**src/rtl/rx_frame_pkg.sv**
```systemverilog
// Shared types, state encodings and helpers for the receive deframer.
package rx_frame_pkg;

   localparam int unsigned BYTE_W = 8;

   // Deframer FSM state encoding
   typedef logic [1:0] state_t;
   localparam state_t HUNT    = 2'd0;
   localparam state_t HEADER  = 2'd1;
   localparam state_t PAYLOAD = 2'd2;
   localparam state_t CRC     = 2'd3;

   // CRC-8 generator polynomial x^8 + x^2 + x + 1
   localparam logic [BYTE_W-1:0] CRC8_POLY = 8'h07;

   // Output byte beat as stored in the FIFO
   typedef struct packed {
      logic              last;
      logic [BYTE_W-1:0] data;
   } axis_byte_t;

   // Number of set bits in a 64-bit vector
   function automatic int unsigned popcount64(input logic [63:0] v);
      int unsigned n;
      n = 0;
      for (int i = 0; i < 64; i++) begin
         n = n + 32'(v[i]);
      end
      return n;
   endfunction

   // One serial CRC-8 step, data bit entering MSB first
   function automatic logic [BYTE_W-1:0] crc8_step(input logic [BYTE_W-1:0] crc,
                                                   input logic              b);
      logic [BYTE_W-1:0] nxt;
      nxt = {crc[BYTE_W-2:0], 1'b0};
      if (crc[BYTE_W-1] ^ b) begin
         nxt = nxt ^ CRC8_POLY;
      end
      return nxt;
   endfunction

endpackage

```
**src/rtl/axis_byte_fifo.sv**
```systemverilog
// First-word-fall-through byte FIFO (data + last) with registered AXIS outputs.
// A push into a full FIFO succeeds if a pop happens in the same cycle; otherwise
// it is dropped and reported on drop_c.
module axis_byte_fifo
   import rx_frame_pkg::*;
#(
   parameter int unsigned DEPTH = 8
) (
   input  logic              clk,
   input  logic              rst_n,
   input  logic              push,
   input  axis_byte_t        wdata,
   output logic              drop_c,
   output logic [BYTE_W-1:0] m_axis_tdata,
   output logic              m_axis_tvalid,
   input  logic              m_axis_tready,
   output logic              m_axis_tlast
);

   localparam int unsigned AW = $clog2(DEPTH);
   localparam int unsigned CW = $clog2(DEPTH + 1);

   axis_byte_t    mem [DEPTH];
   axis_byte_t    head_q;
   axis_byte_t    head_d;
   logic [AW-1:0] wr_ptr;
   logic [AW-1:0] rd_ptr;
   logic [AW-1:0] rd_ptr_d;
   logic [CW-1:0] count;
   logic [CW-1:0] count_d;
   logic          full;
   logic          pop_c;
   logic          push_ok_c;

   assign pop_c     = m_axis_tvalid & m_axis_tready;
   assign push_ok_c = push & (~full | pop_c);
   assign drop_c    = push & full & ~pop_c;

   assign m_axis_tdata = head_q.data;
   assign m_axis_tlast = head_q.last;

   // Next occupancy and next head entry; a write into the head slot bypasses memory
   always_comb begin
      rd_ptr_d = rd_ptr + AW'(pop_c);
      count_d  = count + CW'(push_ok_c) - CW'(pop_c);
      head_d   = '0;
      if (count_d != '0) begin
         if (push_ok_c && (wr_ptr == rd_ptr_d)) begin
            head_d = wdata;
         end else begin
            head_d = mem[rd_ptr_d];
         end
      end
   end

   // Pointers, occupancy and registered output stage
   always_ff @(posedge clk or negedge rst_n) begin
      if (!rst_n) begin
         wr_ptr        <= '0;
         rd_ptr        <= '0;
         count         <= '0;
         full          <= 1'b0;
         m_axis_tvalid <= 1'b0;
         head_q        <= '0;
      end else begin
         if (push_ok_c) begin
            wr_ptr <= wr_ptr + AW'(1);
         end
         rd_ptr        <= rd_ptr_d;
         count         <= count_d;
         full          <= (count_d == CW'(DEPTH));
         m_axis_tvalid <= (count_d != '0);
         head_q        <= head_d;
      end
   end

   // Storage array, written only on accepted pushes
   always_ff @(posedge clk) begin
      if (push_ok_c) begin
         mem[wr_ptr] <= wdata;
      end
   end

endmodule

```
**src/rtl/rx_frame_deframer.sv**
```systemverilog
// Bit-level receive deframer: Hamming-tolerant sync search with BPSK polarity
// resolution, length header parsing and payload byte packing onto AXI-Stream.
// Optional trailer check is enabled by defining DEFRAMER_CRC_EN.
module rx_frame_deframer
   import rx_frame_pkg::*;
#(
   parameter int unsigned SYNC_LEN   = 32,
   parameter logic [63:0] SYNC_WORD  = 64'hD391_7A5C,
   parameter int unsigned MAX_ERR    = 2,
   parameter int unsigned LEN_BITS   = 8,
   parameter int unsigned FIFO_DEPTH = 8
) (
   input  logic              clk,
   input  logic              rst_n,
   input  logic              en,
   input  logic              rx_bit,
   input  logic              new_bit,
   output logic [BYTE_W-1:0] m_axis_tdata,
   output logic              m_axis_tvalid,
   input  logic              m_axis_tready,
   output logic              m_axis_tlast,
   output logic              msg_found,
   output logic              inv_msg_found,
   output logic              overflow,
   output logic              crc_err,
   output logic              busy
);

   localparam logic [SYNC_LEN-1:0] SYNC_PAT = SYNC_WORD[SYNC_LEN-1:0];
   localparam int unsigned CNT_MAX = (LEN_BITS > BYTE_W) ? LEN_BITS : BYTE_W;
   localparam int unsigned CNT_W   = $clog2(CNT_MAX + 1);

   state_t              state;
   state_t              state_d;
   logic [SYNC_LEN-1:0] sync_sr;
   logic [SYNC_LEN-1:0] sync_d;
   logic                pol;
   logic                pol_d;
   logic [CNT_W-1:0]    bit_cnt;
   logic [CNT_W-1:0]    bit_cnt_d;
   logic [LEN_BITS-1:0] byte_cnt;
   logic [LEN_BITS-1:0] byte_cnt_d;
   logic [BYTE_W-1:0]   byte_sr;
   logic [BYTE_W-1:0]   byte_sr_d;
   logic                msg_d;
   logic                inv_d;
   logic                ovf_d;
`ifdef DEFRAMER_CRC_EN
   logic [BYTE_W-1:0]   crc;
   logic [BYTE_W-1:0]   crc_d;
   logic                crc_err_d;
`endif

   logic                bit_acc_c;
   logic                bit_c;
   logic [SYNC_LEN-1:0] sync_shift_c;
   int unsigned         errs_c;
   logic                push_c;
   axis_byte_t          push_byte_c;
   logic                drop_c;

   assign bit_acc_c    = new_bit & en;
   assign bit_c        = rx_bit ^ pol;
   assign sync_shift_c = {sync_sr[SYNC_LEN-2:0], rx_bit};
   assign errs_c       = popcount64(64'(sync_shift_c ^ SYNC_PAT));

   // Next-state, datapath and pulse decode for every accepted bit
   always_comb begin
      state_d     = state;
      sync_d      = sync_sr;
      pol_d       = pol;
      bit_cnt_d   = bit_cnt;
      byte_cnt_d  = byte_cnt;
      byte_sr_d   = byte_sr;
      msg_d       = 1'b0;
      inv_d       = 1'b0;
      ovf_d       = 1'b0;
      push_c      = 1'b0;
      push_byte_c = '0;
`ifdef DEFRAMER_CRC_EN
      crc_d       = crc;
      crc_err_d   = 1'b0;
`endif
      if (bit_acc_c) begin
         case (state)
            HUNT: begin
               sync_d = sync_shift_c;
               if (errs_c <= MAX_ERR) begin
                  pol_d     = 1'b0;
                  msg_d     = 1'b1;
                  state_d   = HEADER;
                  bit_cnt_d = '0;
`ifdef DEFRAMER_CRC_EN
                  crc_d     = '0;
`endif
               end else if (errs_c >= SYNC_LEN - MAX_ERR) begin
                  pol_d     = 1'b1;
                  inv_d     = 1'b1;
                  state_d   = HEADER;
                  bit_cnt_d = '0;
`ifdef DEFRAMER_CRC_EN
                  crc_d     = '0;
`endif
               end
            end
            HEADER: begin
               byte_cnt_d = {byte_cnt[LEN_BITS-2:0], bit_c};
`ifdef DEFRAMER_CRC_EN
               crc_d      = crc8_step(crc, bit_c);
`endif
               if (bit_cnt == CNT_W'(LEN_BITS - 1)) begin
                  bit_cnt_d = '0;
                  if (byte_cnt_d == '0) begin
                     state_d = HUNT;
                     sync_d  = '0;
                  end else begin
                     state_d = PAYLOAD;
                  end
               end else begin
                  bit_cnt_d = bit_cnt + CNT_W'(1);
               end
            end
            PAYLOAD: begin
               byte_sr_d = {byte_sr[BYTE_W-2:0], bit_c};
`ifdef DEFRAMER_CRC_EN
               crc_d     = crc8_step(crc, bit_c);
`endif
               if (bit_cnt == CNT_W'(BYTE_W - 1)) begin
                  bit_cnt_d        = '0;
                  push_c           = 1'b1;
                  push_byte_c.last = (byte_cnt == LEN_BITS'(1));
                  push_byte_c.data = byte_sr_d;
                  byte_cnt_d       = byte_cnt - LEN_BITS'(1);
                  if (drop_c) begin
                     ovf_d   = 1'b1;
                     state_d = HUNT;
                     sync_d  = '0;
                  end else if (byte_cnt == LEN_BITS'(1)) begin
`ifdef DEFRAMER_CRC_EN
                     state_d = CRC;
`else
                     state_d = HUNT;
                     sync_d  = '0;
`endif
                  end
               end else begin
                  bit_cnt_d = bit_cnt + CNT_W'(1);
               end
            end
`ifdef DEFRAMER_CRC_EN
            CRC: begin
               byte_sr_d = {byte_sr[BYTE_W-2:0], bit_c};
               if (bit_cnt == CNT_W'(BYTE_W - 1)) begin
                  bit_cnt_d = '0;
                  crc_err_d = (byte_sr_d != crc);
                  state_d   = HUNT;
                  sync_d    = '0;
               end else begin
                  bit_cnt_d = bit_cnt + CNT_W'(1);
               end
            end
`endif
            default: begin
               state_d = HUNT;
               sync_d  = '0;
            end
         endcase
      end
   end

   // State, datapath and registered status outputs
   always_ff @(posedge clk or negedge rst_n) begin
      if (!rst_n) begin
         state         <= HUNT;
         sync_sr       <= '0;
         pol           <= 1'b0;
         bit_cnt       <= '0;
         byte_cnt      <= '0;
         byte_sr       <= '0;
         msg_found     <= 1'b0;
         inv_msg_found <= 1'b0;
         overflow      <= 1'b0;
         busy          <= 1'b0;
      end else begin
         state         <= state_d;
         sync_sr       <= sync_d;
         pol           <= pol_d;
         bit_cnt       <= bit_cnt_d;
         byte_cnt      <= byte_cnt_d;
         byte_sr       <= byte_sr_d;
         msg_found     <= msg_d;
         inv_msg_found <= inv_d;
         overflow      <= ovf_d;
         busy          <= (state_d != HUNT);
      end
   end

`ifdef DEFRAMER_CRC_EN
   // Running CRC over header and payload, and trailer mismatch pulse
   always_ff @(posedge clk or negedge rst_n) begin
      if (!rst_n) begin
         crc     <= '0;
         crc_err <= 1'b0;
      end else begin
         crc     <= crc_d;
         crc_err <= crc_err_d;
      end
   end
`else
   assign crc_err = 1'b0;
`endif

   // Output byte queue
   axis_byte_fifo #(
      .DEPTH (FIFO_DEPTH)
   ) u_fifo (
      .clk           (clk),
      .rst_n         (rst_n),
      .push          (push_c),
      .wdata         (push_byte_c),
      .drop_c        (drop_c),
      .m_axis_tdata  (m_axis_tdata),
      .m_axis_tvalid (m_axis_tvalid),
      .m_axis_tready (m_axis_tready),
      .m_axis_tlast  (m_axis_tlast)
   );

endmodule

```
**config.mk**
```make
export PLATFORM = sky130hd
export DESIGN_NAME = rx_frame_deframer
export DESIGN_NICKNAME = d
export VERILOG_FILES = /design/src/rtl/rx_frame_pkg.sv /design/src/rtl/axis_byte_fifo.sv /design/src/rtl/rx_frame_deframer.sv
export SDC_FILE = /design/constraint.sdc
export NUM_CORES = 1
export LEC_CHECK = 0
export BUFFER_PORTS_ARGS = -buffer_cell sky130_fd_sc_hd__buf_2
export CAP_MARGIN = 20
export CORE_ASPECT_RATIO = 1.5
export CORE_MARGIN = 8
export CORE_UTILIZATION = 45
export CTS_CLUSTER_DIAMETER = 50
export DETAILED_ROUTE_END_ITERATION = 12
export PLACE_DENSITY = 0.64
export SETUP_SLACK_MARGIN = 0.2
export SYNTH_ARGS = -nofsm -noshare
export SYNTH_HDL_FRONTEND = slang
export SYNTH_HIERARCHICAL = 1
export SYNTH_SLANG_ARGS = --single-unit
```
**constraint.sdc**
```tcl
create_clock -name clk -period 7.1 [get_ports clk]
set_input_delay 1.42 -clock clk [delete_from_list [all_inputs] [get_ports clk]]
set_output_delay 1.42 -clock clk [all_outputs]
set_load 0.05 [all_outputs]
```
Yosys cells after proc, flatten, opt, wreduce, memory -nomap -nowiden
Memory sizes are Yosys's and may differ from the RTL's.
Cells that the tools add are included.

storage, ports and cells
  register bits after elaboration = 78
  RAM bits = 72
  memories = 1

memory list
  name        words  bits a word  rd ports  clocked after memory_dff  wr ports  RTL line              source
  u_fifo.mem  8      9            1         0                         1         axis_byte_fifo.sv:23  axis_byte_t mem [DEPTH];

cells by class
  add/subtract/negate cells = 37
  magnitude comparators = 2
  equal/unequal tests = 11
  mux-type cells = 44
  bitwise logic cells = 10
  reduce and logical (&&, ||, !) cells = 14

operators with widths
  kind                   count
  $mux W31               5
  $pmux W31 S3           1
  $mux W9                5
  $add A31 B1 Y32        1
  $ge A32 B5 Y1 const B  1
  $le A32 B2 Y1 const B  1
  $add A30 B1 Y31        1
  $add A29 B1 Y30        1
  $add A28 B1 Y29        1
  $add A27 B1 Y28        1
  $add A26 B1 Y27        1
  $add A25 B1 Y26        1
  $add A24 B1 Y25        1
  $add A23 B1 Y24        1
  $add A22 B1 Y23        1
  $add A21 B1 Y22        1
  $add A20 B1 Y21        1
  $add A19 B1 Y20        1
  $add A18 B1 Y19        1
  $add A17 B1 Y18        1
  $mux W1                18
  $add A16 B1 Y17        1
  $not A17 Y17           1
  $add A15 B1 Y16        1
  47 further kinds       69

Longest topological paths before layout
Gate-level depths: netlist of the first run.

  depth in word-level cells = 37
  mapped depth = 21
  depth with buffers taken out = 20

By module
The synthesis of the first run kept the hierarchy.

by module, submodules not included
  module             times used  cells each  area each (um^2)
  axis_byte_fifo     1           197         3794.9
  rx_frame_deframer  1           320         3443.3

Least setup slack after synthesis of the first run
Ideal clock, no wire load.

  path type = input to register
  start = input rx_bit
  end = register bit_cnt[0]
  library setup time = 0.125 ns
  data arrival time = 6.413 ns
  required time = 6.975 ns
  slack = 0.562 ns
  cell stages on the path = 17
  path buffers = 1
  cells stage by stage = fa_1 > fa_1 > fa_1 > inv_1 > fa_1 > fa_1 > fa_1 > inv_1 > ha_1 > fa_1 > a21o_1 > a21oi_2 > xnor2_1 > or3_1 > buf_6 > a31oi_4 > mux2_4

between the ends
  cells in the longest elaborated chain, start to end = 34
  elaborated cells on any way between the ends = 37
  classes of those cells = add/sub (31); order compare (2); eq/ne (1); mux (2); reduce/logical (1)

ends and longest elaborated chain
  what                                                                      RTL line                                          source
  start: declaration                                                        rx_frame_deframer.sv:16                           input logic rx_bit,
  $add A1 B1 Y2 *                                                           rx_frame_pkg.sv:27                                n = n + 32'(v[i]);
  $add A2 B1 Y3 *                                                           rx_frame_pkg.sv:27
  $add A3 B1 Y4 *                                                           rx_frame_pkg.sv:27
  $add A4 B1 Y5 *                                                           rx_frame_pkg.sv:27
  $add A5 B1 Y6 *                                                           rx_frame_pkg.sv:27
  $add A6 B1 Y7 *                                                           rx_frame_pkg.sv:27
  $add A7 B1 Y8 *                                                           rx_frame_pkg.sv:27
  $add A8 B1 Y9 *                                                           rx_frame_pkg.sv:27
  [18 not listed]                                                           --
  $add A27 B1 Y28 *                                                         rx_frame_pkg.sv:27
  $add A28 B1 Y29 *                                                         rx_frame_pkg.sv:27
  $add A29 B1 Y30 *                                                         rx_frame_pkg.sv:27
  $add A30 B1 Y31 *                                                         rx_frame_pkg.sv:27
  $add A31 B1 Y32 *                                                         rx_frame_pkg.sv:27
  $le A32 B2 Y1 / $ge A32 B5 Y1 (equally long branches)                     rx_frame_deframer.sv:88, rx_frame_deframer.sv:96
  $ne A3 B3 Y1 (no source line) / $mux W4 (equally long branches)           --
  $reduce_and A3 Y1 (no source line) / $pmux W4 S2 (equally long branches)  --
  end signal: assignment                                                    rx_frame_deframer.sv:188                          bit_cnt <= bit_cnt_d;
  end: declaration                                                          rx_frame_deframer.sv:39                           logic [CNT_W-1:0] bit_cnt;

Every way passes the cells marked *; elsewhere a longest branch is shown, timed or not.
A chain may end at the register's enable or synchronous reset.

Final worst setup path of the first run
Same ends and word-level chain as after synthesis.

==> results.yml, run 1 <==
run_status:
  status: "finished, final reports clean"
cts:
  cts_root_buf: "clkbuf_16"
  clock_path_buffers: 2
  postCtsResizedCells: 0
  cts_num_sinks: 150
  numCtsBuffers: 17
  clk_pin_slew_worst_paths_ns: 0.06
  hold_buffers: 0
  cts_tree: "built"
  cts.htree.levels: 4
  clk_latency_ns: 0.42
  postCtsSetupRepairBufs: 0
placed_design:
  hpwl_um: 9400
  gp_congestion: 0.7878
  placed_cell_area_um2: 7523
  dp.cells: 726
  io_buffers: 19
routing:
  ant_nets: 0
  drt_iter0_markers: 250
  dr.pass1.iters: 4
  drc_errors: 0
  wl_per_cell_um: 18.42
  wl_um: 14000
  drt-vias-per-instance: 5.563
  vias: 4228
grt:
  grt_use_met2: 0.2679
  met3_usage: 0.03121
  met1_usage: 0.1592
  grt_max_degree: 79
  grt_busiest_layer: "met2"
  antenna_found_initial: 0
  grt_pass1_vias: 4573
  grtUsageTotal: 0.1457
  grt_overflow: 0
  grt_pass1_wl_um: 23320
synth:
  yosysWarnings: 6
  yosysSeqAreaShare: 0.5684
  netlist_area_um2: 7238
  synth_edf_count: 72
  async_reset_ff_frac: 0.5200
  synthCells: 517
  ys_types: 62
  ys.flop_type: "dfrtp_1"
  synth_nets: 569
  yosysTopAreaCell: "edfxtp_1"
  syn_avg_cell_area_um2: 14.00
  synth.top_cell.area_share: 0.2987
  yosysMostFrequentCell: "dfrtp_1"
  synth_common_cells: "dfrtp_1, edfxtp_1, inv_1, a22o_1, fa_1"
  ys_top_cells_by_area: "edfxtp_1, dfrtp_1, fa_1"
  ys_ff_latch: 150
final_layout:
  drive_above_1_share: 0.1697
  areaGrowthSynthToFinish_pct: 12.57
  nets: 593
  nFillCells: 1403
  final_cell_area_um2: 8148
  insertedDiodeCount: 0
  final_cells: 760
die:
  chipWidth_um: 119.6
  die_y_um: 171.3
  initial_core_util: 0.4531
  design.portCount: 21
  dieArea_um2: 20480
  rows: 57
  core_area_um2: 15980
sta:
  fin_crit_sh: 0.9150
  final-setup-viol-count: 0
  hold_viol_final: 0
  finalMaxSlewViolations: 0
  worstMarginPinSlew_ns: 1.087
  whs_ns: 0.5053
  slew_headroom: 0.2727
  fin_skew_ns: 0.009766
  rsz0062_at_grt: "false"
  min_period_ns: 6.496
  fmax_mhz: 153.9
  final.setup.tns_ns: 0
setup_path:
  critical_path_class: "in -> reg"
  critPathCaptureType: "flip-flop"
  cp.required_ns: 7.40
  cp_max_fo: 6
  cp-start-kind: "primary input"
  critical_path_arrival_ns: 6.80
  regToRegSetupSlack_ns: 1.22
power:
  p_leak_nw: 3.265
  p_per_area_nw_per_um2: 455.1
  ir_worst_vdd_uv: 561.3
worst_hold_path:
  hp-class: "reg -> reg"
run:
  timing.max_cap.violations: 0
## cell type report
type	instances	area (µm²)	share of cell area
clock buffers	17	425.4	0.05221
flip-flops and latches	150	4114	0.5049
clock inverters	15	156.4	0.01920
repair buffers	26	177.7	0.02181
multi-input cells	289	2803	0.3440
inverters	57	214.0	0.02626
well taps	206	257.7	0.03163
## where the power goes
part | switching, W | total (W) | internal [W]
clock | 0.000389 | 0.000887 | 0.000498
sequential | 0.0000849 | 0.00109 | 0.00101
combinational | 0.000989 | 0.00173 | 0.000739
## flip-flops by register name, indices dropped and copies added, names as in the netlist, 2 cells and up
signal and count:
sync_sr 31, bit_cnt 4, u_fifo/mem 72, u_fifo/rd_ptr 3, byte_cnt 8, u_fifo/count 4
u_fifo/wr_ptr 3, u_fifo/m_axis_tdata 8, state 2, byte_sr 7
## through the flow
| stage | power [W] | util | setup slack [ns] |
|---|---|---|---|
| 2_1_floorplan | 0.002525 | - | 0.5616 |
| 5_1_grt | 0.003991 | 0.5100 | 0.4674 |
| 3_5_place_dp | 0.002834 | 0.4709 | 0.2185 |
| 3_3_place_gp | 0.002755 | 0.4709 | 0.2909 |
| 4_1_cts | 0.003744 | 0.5074 | 0.6245 |
| 6_report | 0.003708 | 0.5100 | 0.6038 |
## path summary, 6_finish.rpt
check / from / endpoint / cells after the start
max: rx_bit / bit_cnt[0] / 17
min: byte_sr[6] / byte_sr[6] / 1
max reg2reg: sync_sr[21] / bit_cnt[0] / 18
min reg2reg: byte_sr[6] / byte_sr[6] / 1
max in group asynchronous: rst_n / u_fifo/wr_ptr[2] / 2
min in group asynchronous: rst_n / bit_cnt[1] / 1
## layout by cell type, fill, tap and decap left out, types with 2 or more instances in the layout
cell type,instances
a31oi_1,3
xor2_1,2
nor3_1,7
mux2_2,7
nand3_1,8
clkinvlp_4,2
a22o_1,31
nand2b_1,3
mux2i_1,12
xnor2_1,7
inv_8,4
o21ai_0,22
a31oi_4,2
nand2_1,22
o21ai_1,2
dfrtp_1,78
edfxtp_1,72
nand3b_1,3
buf_4,6
fa_1,25
buf_2,18
nor4_2,2
o211ai_1,3
ha_1,21
nor3_2,4
clkbuf_16,17
and2_1,11
and3_1,4
or3_1,3
o221ai_1,2
mux4_1,6
mux4_2,12
nor2_1,15
inv_1,57
o211a_1,9
a21oi_1,13
inv_6,6
## metal layers
layer / share of wire / up-vias
li1: - / 1938
met1: 0.39 / 2165
met2: 0.54 / 103
met3: 0.039 / 22
met4: 0.021 / 0
met5: 0 / -
## cell families after synthesis
kind of cell,after synthesis,share of synthesized area
AOI/OAI and AO/OA,102,0.1072
muxes,38,0.08868
and+or+nand+nor,91,0.06603
adders and majority gates,46,0.1054
xor gates and xnor gates,11,0.01539
other,1,0.0005181
DFF,150,0.5684
buffers and inverters,78,0.04840
## critical path, stage by stage
cell and delay (ns):
buf_2 0.13, fa_1 0.56, fa_1 0.45, fa_1 0.51, inv_1 0.05, fa_1 0.49
fa_1 0.51, fa_1 0.50, inv_1 0.04, ha_1 0.22, fa_1 0.42, a21o_1 0.18
a21oi_2 0.15, xnor2_1 0.12, or3_1 0.45, a31oi_4 0.27, mux2_4 0.32
No activity file was read; power rests on OpenSTA's default activity.
==> run 2: changes to the inputs <==
- CORE_ASPECT_RATIO: 1.5 -> 0.7
==> run 2 against run 1 <==
Compared with the run above: global-route usage shrank 0.37 points; largest power group unchanged; critical path depth did not move; non-clock buffer count up 2; sequential power about the same; highest routed layer unchanged; final cell count shrank 0.53%; hold slack hardly changed; via count shrank 1.2%; utilization up 1.2 points; fmax rose by 0.86%; clock skew is 0.0028 ns lower; routed wire length decreased by 2.6%.
==> results.yml, run 2 (synthesis gave the netlist of run 1 again) <==
die:
  rows: 38
  initial_core_util: 0.4641
  die_y_um: 122.1
  design.portCount: 21
  core_area_um2: 15600
  chipWidth_um: 167.6
  dieArea_um2: 20460
setup_path:
  cp_max_fo: 6
  timing.rr.end: "bit_cnt[0]"
  crit_top_cell: "fa_1"
  critical_path_class: "in -> reg"
  cp-startpoint: "rx_bit"
  path_cells: "buf_2 > fa_1 > fa_1 > fa_1 > inv_1 > fa_1 > fa_1 > fa_1 > inv_1 > ha_1 > fa_1 > a21o_1 > a21oi_2 > xnor2_1 > or3_1 > a31oi_4 > mux2_4"
  critPathCaptureType: "flip-flop"
  cp-start-kind: "primary input"
  cp_num_buf_inv: 3
  regToRegSetupSlack_ns: 1.28
  worstRegToRegCells: 18
  critical_path_arrival_ns: 6.74
  cp.required_ns: 7.40
  crit_family: "adder cells"
  slowest_stage: "fa_1"
  worstReg2RegStart: "sync_sr[9]"
  slowest_delay_ns: 0.56
sta:
  fmax_mhz: 155.3
  rsz0062_at_grt: "false"
  hold_viol_final: 0
  fin_skew_ns: 0.006953
  final-setup-viol-count: 0
  slew_headroom: 0.2549
  worstMarginPinSlew_ns: 1.114
  fin_crit_sh: 0.9071
  final.setup.tns_ns: 0
  finalMaxSlewViolations: 0
  min_period_ns: 6.441
cts:
  cts.htree.levels: 4
  cts_num_sinks: 150
  cts_root_buf: "clkbuf_16"
  numCtsBuffers: 17
  clk_pin_slew_worst_paths_ns: 0.06
  cts_tree: "built"
  hold_buffers: 0
  postCtsSetupRepairBufs: 0
  clock_path_buffers: 2
  postCtsResizedCells: 0
  clk_latency_ns: 0.41
routing:
  ant_nets: 0
  dr.pass1.iters: 5
  vias: 4178
  routed-wl-met2_um: 6390
  dr.max_layer_used: "met4"
  wl_met1_um: 6676
  drt-vias-per-instance: 5.526
  wl_per_cell_um: 18.03
  wl_um: 13630
  wl_met3_um: 474
  drc_errors: 0
  drt_iter0_markers: 358
placed_design:
  gp_congestion: 0.7652
  dp.cells: 722
  hpwl_um: 9085
  io_buffers: 19
power:
  p_leak_nw: 3.274
  ir_worst_vdd_uv: 381.4
  p_per_area_nw_per_um2: 447.5
run_status:
  status: "finished, final reports clean"
grt:
  grt_pass1_wl_um: 22660
  grt_pass1_vias: 4277
  grtUsageTotal: 0.1420
  grt_overflow: 0
  antenna_found_initial: 0
  grt_max_degree: 79
worst_hold_path:
  min_to: "byte_sr[6]"
  hp-class: "reg -> reg"
  hp-start: "byte_sr[6]"
  worst_hold_path.num_cells: 1
final_layout:
  top_register: "u_fifo/mem"
  nFillCells: 1267
  largest_reg_flops: 72
  areaGrowthSynthToFinish_pct: 12.41
  top_regs: "u_fifo/mem (72), sync_sr (31)"
  final_cells: 756
  drive_above_1_share: 0.1673
  final_common_cell: "dfrtp_1"
  mostFrequentLayoutCells: "dfrtp_1, edfxtp_1, inv_1"
  insertedDiodeCount: 0
  nets: 595
run:
  timing.max_cap.violations: 0
-- run 2: changes by cell type in the layout (fill, tap and decap cells not counted), moves of 2 or more --
cell and delta:
inv_8 -4, clkinv_1 +2, inv_6 -6, clkinv_4 +2, clkinv_2 +6
-- run 2: through the flow --
stage / hold slack, ns / instance area [µm²] / total power [W] / setup slack [ns] / utilization
floorplan: 0.4594 / 7238 / 0.002525 / 0.5616 / -
global placement: 0.4913 / 7518 / 0.002737 / 0.3035 / 0.4821
detailed placement: 0.4920 / 7533 / 0.002806 / 0.1639 / 0.4831
CTS: 0.5057 / 8098 / 0.003671 / 0.6391 / 0.5193
global route: 0.5277 / 8137 / 0.003915 / 0.4900 / 0.5217
finish: 0.5050 / 8137 / 0.003642 / 0.6593 / 0.5217
-- run 2: worst max path at each step --
stage          slack [ns]  cells after the start          to
2_1_floorplan        0.56                     17  bit_cnt[0]
3_3_place_gp         0.30                     17  bit_cnt[0]
3_5_place_dp         0.16                     17  bit_cnt[0]
4_1_cts              0.64                     17  bit_cnt[0]
5_1_grt              0.49                     17  bit_cnt[0]
6_report             0.66                     17  bit_cnt[0]
-- run 2: worst register-to-register path, delay by kind of cell, from the launching register on --
| kind | cells | cell delay, ns |
|---|---|---|
| adder cells (fa/ha/maj) | 8 | 3.60 |
| AO/OA/AOI/OAI | 3 | 0.61 |
| AND/OR/NAND/NOR | 1 | 0.45 |
| flip-flops | 1 | 0.38 |
| multiplexers | 1 | 0.32 |
| buffers and inverters | 4 | 0.23 |
| XOR/XNOR | 1 | 0.12 |
-- run 2: power breakdown --
| part | switching [W] | leakage [nW] | internal, W | total, W |
|---|---|---|---|---|
| registers | 0.0000829 | 1.64 | 0.00101 | 0.00109 |
| clock network | 0.000341 | 0.277 | 0.000511 | 0.000852 |
| logic | 0.000966 | 1.36 | 0.000731 | 0.00170 |
| total | 0.00139 | 3.27 | 0.00225 | 0.00364 |
-- run 2: cell type report --
cell class	instances	area, µm²	area share
Clock inverter	15	138.9	0.01707
Multi-Input combinational cell	289	2798	0.3438
Timing Repair Buffer	28	196.4	0.02414
Clock buffer	17	425.4	0.05228
Sequential cell	150	4114	0.5056
Tap cell	200	250.2	0.03076
Inverter	57	214.0	0.02630
-- run 2: layer usage --
metal  vias up  global-route usage
met5         -                   0
met2        61              0.2190
met3         9             0.04396
met1      2177              0.1948
li1       1931                   -
met4         0             0.03391
